--- config.mk ---
export PLATFORM = sky130hd
export DESIGN_NAME = aes_sub_shift
export DESIGN_NICKNAME = d
export VERILOG_FILES = /design/src/rtl/aes_pkg.sv /design/src/rtl/aes_sbox.sv /design/src/rtl/aes_sub_shift.sv
export SDC_FILE = /design/constraint.sdc
export NUM_CORES = 1
export LEC_CHECK = 0
export ABC_AREA = 1
export BUFFER_PORTS_ARGS = -buffer_cell sky130_fd_sc_hd__buf_4
export CAP_MARGIN = 20
export CORE_MARGIN = 8
export CORE_UTILIZATION = 50
export DETAILED_ROUTE_END_ITERATION = 10
export PLACE_DENSITY = 0.73
export SLEW_MARGIN = 20
export SYNTH_ARGS = -nofsm -noshare
export SYNTH_HDL_FRONTEND = slang
export SYNTH_SLANG_ARGS = --single-unit
--- constraint.sdc ---
create_clock -name clk -period 2.7 [get_ports clk]
set_input_delay 0.405 -clock clk [delete_from_list [all_inputs] [get_ports clk]]
set_output_delay 0.405 -clock clk [all_outputs]
set_load 0.02 [all_outputs]
--- src/rtl/aes_pkg.sv ---
// Shared AES round types, constants and byte addressing.
// Byte k of a state sits at bits [127-8k -: 8]; row = k mod 4, column = k div 4.
package aes_pkg;

    localparam int AES_NB    = 4;
    localparam int AES_BYTES = 16;

    typedef logic [7:0]   aes_byte_t;
    typedef logic [127:0] aes_state_t;

    function automatic int aes_byte_idx(input int r, input int c);
        return c * AES_NB + r;
    endfunction

endpackage

--- src/rtl/aes_sbox.sv ---
// FIPS-197 forward S-box, purely combinational.
// The table is packed so that entry x occupies bits [8*(255-x) +: 8].
module aes_sbox (
    input  logic [7:0] i_byte,
    output logic [7:0] o_byte
);

    localparam logic [2047:0] SBOX_TABLE = {
        128'h637c777b_f26b6fc5_3001672b_fed7ab76,
        128'hca82c97d_fa5947f0_add4a2af_9ca472c0,
        128'hb7fd9326_363ff7cc_34a5e5f1_71d83115,
        128'h04c723c3_1896059a_071280e2_eb27b275,
        128'h09832c1a_1b6e5aa0_523bd6b3_29e32f84,
        128'h53d100ed_20fcb15b_6acbbe39_4a4c58cf,
        128'hd0efaafb_434d3385_45f9027f_503c9fa8,
        128'h51a3408f_929d38f5_bcb6da21_10fff3d2,
        128'hcd0c13ec_5f974417_c4a77e3d_645d1973,
        128'h60814fdc_222a9088_46eeb814_de5e0bdb,
        128'he0323a0a_4906245c_c2d3ac62_9195e479,
        128'he7c8376d_8dd54ea9_6c56f4ea_657aae08,
        128'hba78252e_1ca6b4c6_e8dd741f_4bbd8b8a,
        128'h703eb566_4803f60e_613557b9_86c11d9e,
        128'he1f89811_69d98e94_9b1e87e9_ce5528df,
        128'h8ca1890d_bfe64268_41992d0f_b054bb16
    };

    logic [10:0] w_base;

    assign w_base = {~i_byte, 3'b000};
    assign o_byte = SBOX_TABLE[w_base +: 8];

endmodule

--- src/rtl/aes_sub_shift.sv ---
// Iterative SubBytes + ShiftRows: LANES shared S-boxes walk the buffered source
// state over 16/LANES cycles, scattering results to their ShiftRows slot.
//
//   state | meaning
//   IDLE  | waiting for a state, in_ready high
//   SUB   | substituting LANES bytes per cycle, busy high
//   DONE  | result presented, waiting for out_ready
module aes_sub_shift
    import aes_pkg::*;
#(
    parameter int LANES = 4
) (
    input  logic         clk,
    input  logic         rst,
    input  logic         in_valid,
    output logic         in_ready,
    input  logic [127:0] in_state,
    output logic         out_valid,
    input  logic         out_ready,
    output logic [127:0] out_state,
    output logic         busy
);

    localparam int STEPS = AES_BYTES / LANES;
    localparam int CNT_W = (STEPS > 1) ? $clog2(STEPS) : 1;

    if (LANES != 1 && LANES != 2 && LANES != 4 && LANES != 8 && LANES != 16) begin : g_bad_lanes
        $error("aes_sub_shift: LANES must be 1, 2, 4, 8 or 16");
    end

    typedef enum logic [1:0] {
        ST_IDLE,
        ST_SUB,
        ST_DONE
    } sub_state_t;

    sub_state_t       r_state;
    logic [CNT_W-1:0] r_cnt;
    aes_state_t       r_src;
    aes_state_t       r_dst;
    logic             r_out_valid;
    logic             r_busy;

    aes_byte_t  w_sb_in    [LANES];
    aes_byte_t  w_sb_out   [LANES];
    logic [6:0] w_src_base [LANES];
    logic [6:0] w_dst_base [LANES];
    logic       w_last;
    logic       w_accept;

    for (genvar l = 0; l < LANES; l++) begin : g_lane
        logic [3:0] w_k;
        logic [1:0] w_row;
        logic [1:0] w_col_dst;

        assign w_k        = 4'(int'(r_cnt) * LANES + l);
        assign w_row      = w_k[1:0];
        // 2-bit subtraction wraps, giving (c - r) mod 4 directly
        assign w_col_dst  = w_k[3:2] - w_row;
        assign w_src_base[l] = {~w_k, 3'b000};
        assign w_dst_base[l] = {~4'(aes_byte_idx(int'(w_row), int'(w_col_dst))), 3'b000};
        assign w_sb_in[l] = r_src[w_src_base[l] +: 8];

        aes_sbox u_sbox (
            .i_byte (w_sb_in[l]),
            .o_byte (w_sb_out[l])
        );
    end

    assign w_last    = (r_cnt == CNT_W'(STEPS - 1));
    assign in_ready  = (r_state == ST_IDLE) || ((r_state == ST_DONE) && out_ready);
    assign w_accept  = in_ready && in_valid;
    assign out_valid = r_out_valid;
    assign out_state = r_dst;
    assign busy      = r_busy;

    always_ff @(posedge clk) begin
        if (rst) begin
            r_state     <= ST_IDLE;
            r_cnt       <= '0;
            r_src       <= '0;
            r_dst       <= '0;
            r_out_valid <= 1'b0;
            r_busy      <= 1'b0;
        end else begin
            case (r_state)
                ST_IDLE: begin
                    if (w_accept) begin
                        r_src   <= in_state;
                        r_cnt   <= '0;
                        r_busy  <= 1'b1;
                        r_state <= ST_SUB;
                    end
                end
                ST_SUB: begin
                    for (int l = 0; l < LANES; l++) begin
                        r_dst[w_dst_base[l] +: 8] <= w_sb_out[l];
                    end
                    if (w_last) begin
                        r_cnt       <= '0;
                        r_busy      <= 1'b0;
                        r_out_valid <= 1'b1;
                        r_state     <= ST_DONE;
                    end else begin
                        r_cnt <= r_cnt + CNT_W'(1);
                    end
                end
                ST_DONE: begin
                    if (out_ready) begin
                        r_out_valid <= 1'b0;
                        if (in_valid) begin
                            r_src   <= in_state;
                            r_cnt   <= '0;
                            r_busy  <= 1'b1;
                            r_state <= ST_SUB;
                        end else begin
                            r_state <= ST_IDLE;
                        end
                    end
                end
                default: begin
                    r_state     <= ST_IDLE;
                    r_cnt       <= '0;
                    r_out_valid <= 1'b0;
                    r_busy      <= 1'b0;
                end
            endcase
        end
    end

endmodule

==> results.ini <==
[critical_path]
arrival_ns = 3.25
path_cells = buf_12 > buf_6 > nand2_1 > nand2_1 > nand2_1 > nand2_4 > ha_2 > inv_1 > buf_4 > nand2_2 > nand3_1 > nand3_1 > nand3_1 > nand3_2 > nand3_1 > nand2_2 > nand3_1 > a21oi_2
start_kind = register
crit_required_ns = 3.21
critical_path_class = register to register
cpMaxStageDelayCell = dfxtp_4
cpMostUsedCell = nand3_1
crit_path_max_fanout = 26
end_kind = register
slowest_delay_ns = 0.37

[clocking]
cts_buffers = 29
cts_tree = built
cts_sinks = 262
cts_buffer_depth = 3
clkTransAtPathRegs_ns = 0.07
clk_latency_ns = 0.59
ctsHoldBuffers = 0
cts_root_buffer = clkbuf_16
ctsHtreeMaxLevel = 1

[logic_synthesis]
synth_area_leader_cell = nand3_1
synth_top_family_by_area = simple AND/OR/NAND/NOR gates
ys.flop_type = dfxtp_1
synth_compound_area_share_pct = 10.61
synth_seq_cells = 262
async_flop_share_pct = 0
syn_avg_cell_area_um2 = 5.720
synthTopCellsByArea = nand3_1 26%, dfxtp_1 23%, nand2_1 19%, a21oi_1 5.1%, nor2_1 4.9%
synth_top_area_share_pct = 25.74
synth_edf_count = 0
synth_cell_types = 35
muxShareOfSynthArea_pct = 0
synth_area_um2 = 22800
synthXorXnorAreaFrac_pct = 0
synthMostInstantiatedCell = nand3_1
ys_seq_area_share_pct = 23.00
syn_nets = 4176
synth-simple-area-share_pct = 54.26
yosys_warnings = 0
synthAdderAreaFrac_pct = 3.127
syn_inst = 3987
synth_common_cells = 1,173 x nand3_1, 1,129 x nand2_1, 297 x nor2_1, 262 x dfxtp_1, 231 x a21oi_1

[timing]
skew_ns = 0.02089
rsz0062_at_grt = true
worst_pin_slew_ns = 0.7247
final_hold_viol_count = 0
slew_viol_final = 0
setup_ws_ns = -0.03841
setup_tns_ns = -0.09853
hold_slack_ns = 0.04307
relSlewSlack_pct = 51.69
fin_crit_ns = 2.738
period_share_pct = 101.4
fmax_mhz = 365.2
setup_viol = 5

[route]
drt-total-wl_mm = 115.8
avgRoutedWirePerCell_um = 22.58
drt_iter0_markers = 5815
final_antenna_net_count = 0
first_pass_iters = 7
vias_per_cell = 6.336
dr_total_vias = 32510
drc = 0

[global_route]
antenna_found_initial = 1
grt_max_degree = 135
first_global_vias = 30200
track_usage_pct = 41.39
grt_pass1_wl_mm = 176.5
grt_overflow = 0

[placed_design]
place_inst = 5070
place_hpwl_mm = 84.79
portBuffers = 262
post-place-ws_ns = -0.1594
gp_congestion = 1.097
place_area_um2 = 28650

[outcome]
status = complete, but fails checks
violations = setup timing

[die]
initial_utilization_pct = 50.47
dieArea_um2 = 52700
die_h_um = 229.6
rows = 78
ios = 263
die_w_um = 229.6
core_area_um2 = 45190

[power]
peakVddDrop_mv = 0.6651
leakagePower_nw = 14.57
finalPower_mw = 18.67
power_density_nw_per_um2 = 607.5

[hold_path]
hold_class = input port to register

[run]
cap_viol_max_count = 0

[layout]
instances_no_fill = 5130
drive_gt1_share_pct = 24.82
fin_util_pct = 68.01
syn_to_final_growth_pct = 34.76
finalNetCount = 4696
finalInstanceArea_um2 = 30730
fill_cells = 4045

-- what timing repair did --
action | in CTS | in global routing
setup endpoints to repair | 101 | 128
hold endpoints to repair | 0 | 0
gates cloned | 0 | 2
buffers inserted | 1 | 3
pin swaps | 1 | 14
gates resized for setup | 60 | 201
-- final cells by class --
type	count	area [um2]	area share [%]
Inverter	139	538.0	1.751
Timing Repair Buffer	787	6756	21.99
Clock inverter	16	157.7	0.5130
Multi-Input combinational cell	3288	16460	53.56
Clock buffer	36	812.0	2.642
Tap cell	600	750.7	2.443
Sequential cell	262	5253	17.09
Antenna cell	2	5.005	0.01629
-- where the power goes --
part	internal, mW	total (mW)	switching, mW
Combinational	3.77	10.4	6.60
Clock	2.33	4.07	1.74
Sequential	4.09	4.22	0.133
-- logic make-up after synthesis --
family          after synthesis
simple gates               2773
compound gates              457
flops                       262
fa+ha+maj                    57
buf+inv                     438
-- worst max-delay path, delay by kind of cell, from the launching register on --
family	cells	cell delay [ns]
AOI/OAI and AO/OA	1	0.20
adders and majority gates	1	0.20
buffers and inverters	4	0.55
DFF	1	0.37
and+or+nand+nor	12	1.35
-- placed cells by master, fill, tap and decap left out, types with 6 or more instances in the layout --
cell       count
nand3_2       69
nand2_1     1065
a21oi_2        8
nand3_1     1105
nor2_1       287
clkbuf_8       6
clkinv_2       8
o211ai_1      18
o21ai_0      178
dfxtp_1      260
nand2_4       29
inv_2         18
nor2_2        10
inv_1        113
o21ai_1       14
ha_4           8
clkbuf_16     30
buf_6         24
or2_2         15
nand2_2       84
a21oi_1      223
ha_1          39
buf_4        702
ha_2          10
buf_12        58
nand4_1       79
nand3_4       12
-- layer usage --
layer	share of wire [%]	vias to the layer above	track usage, %	wire, um
li1	-	14560	-	-
met1	38	14680	54.07	43730
met2	42	2702	62.05	48730
met3	13	560	9.963	15600
met4	6.7	0	22.69	7771
met5	0	-	0	0
-- path summary, 6_finish.rpt --
kind	cells after the start	startpoint	end	slack, ns
max	18	r_cnt[0]	out_state[65]	-0.04
min	3	in_state[114]	r_src[114]	0.04
max reg2reg	18	r_cnt[0]	out_state[65]	-0.04
min reg2reg	2	r_src[6]	r_src[6]	0.46
-- sequential cells by signal (all words and copies together) (netlist names) --
register   flops
busy           1
r_cnt          2
r_src        128
out_valid      1
out_state    128
r_state        2
Power figures use the tool's default switching activity.
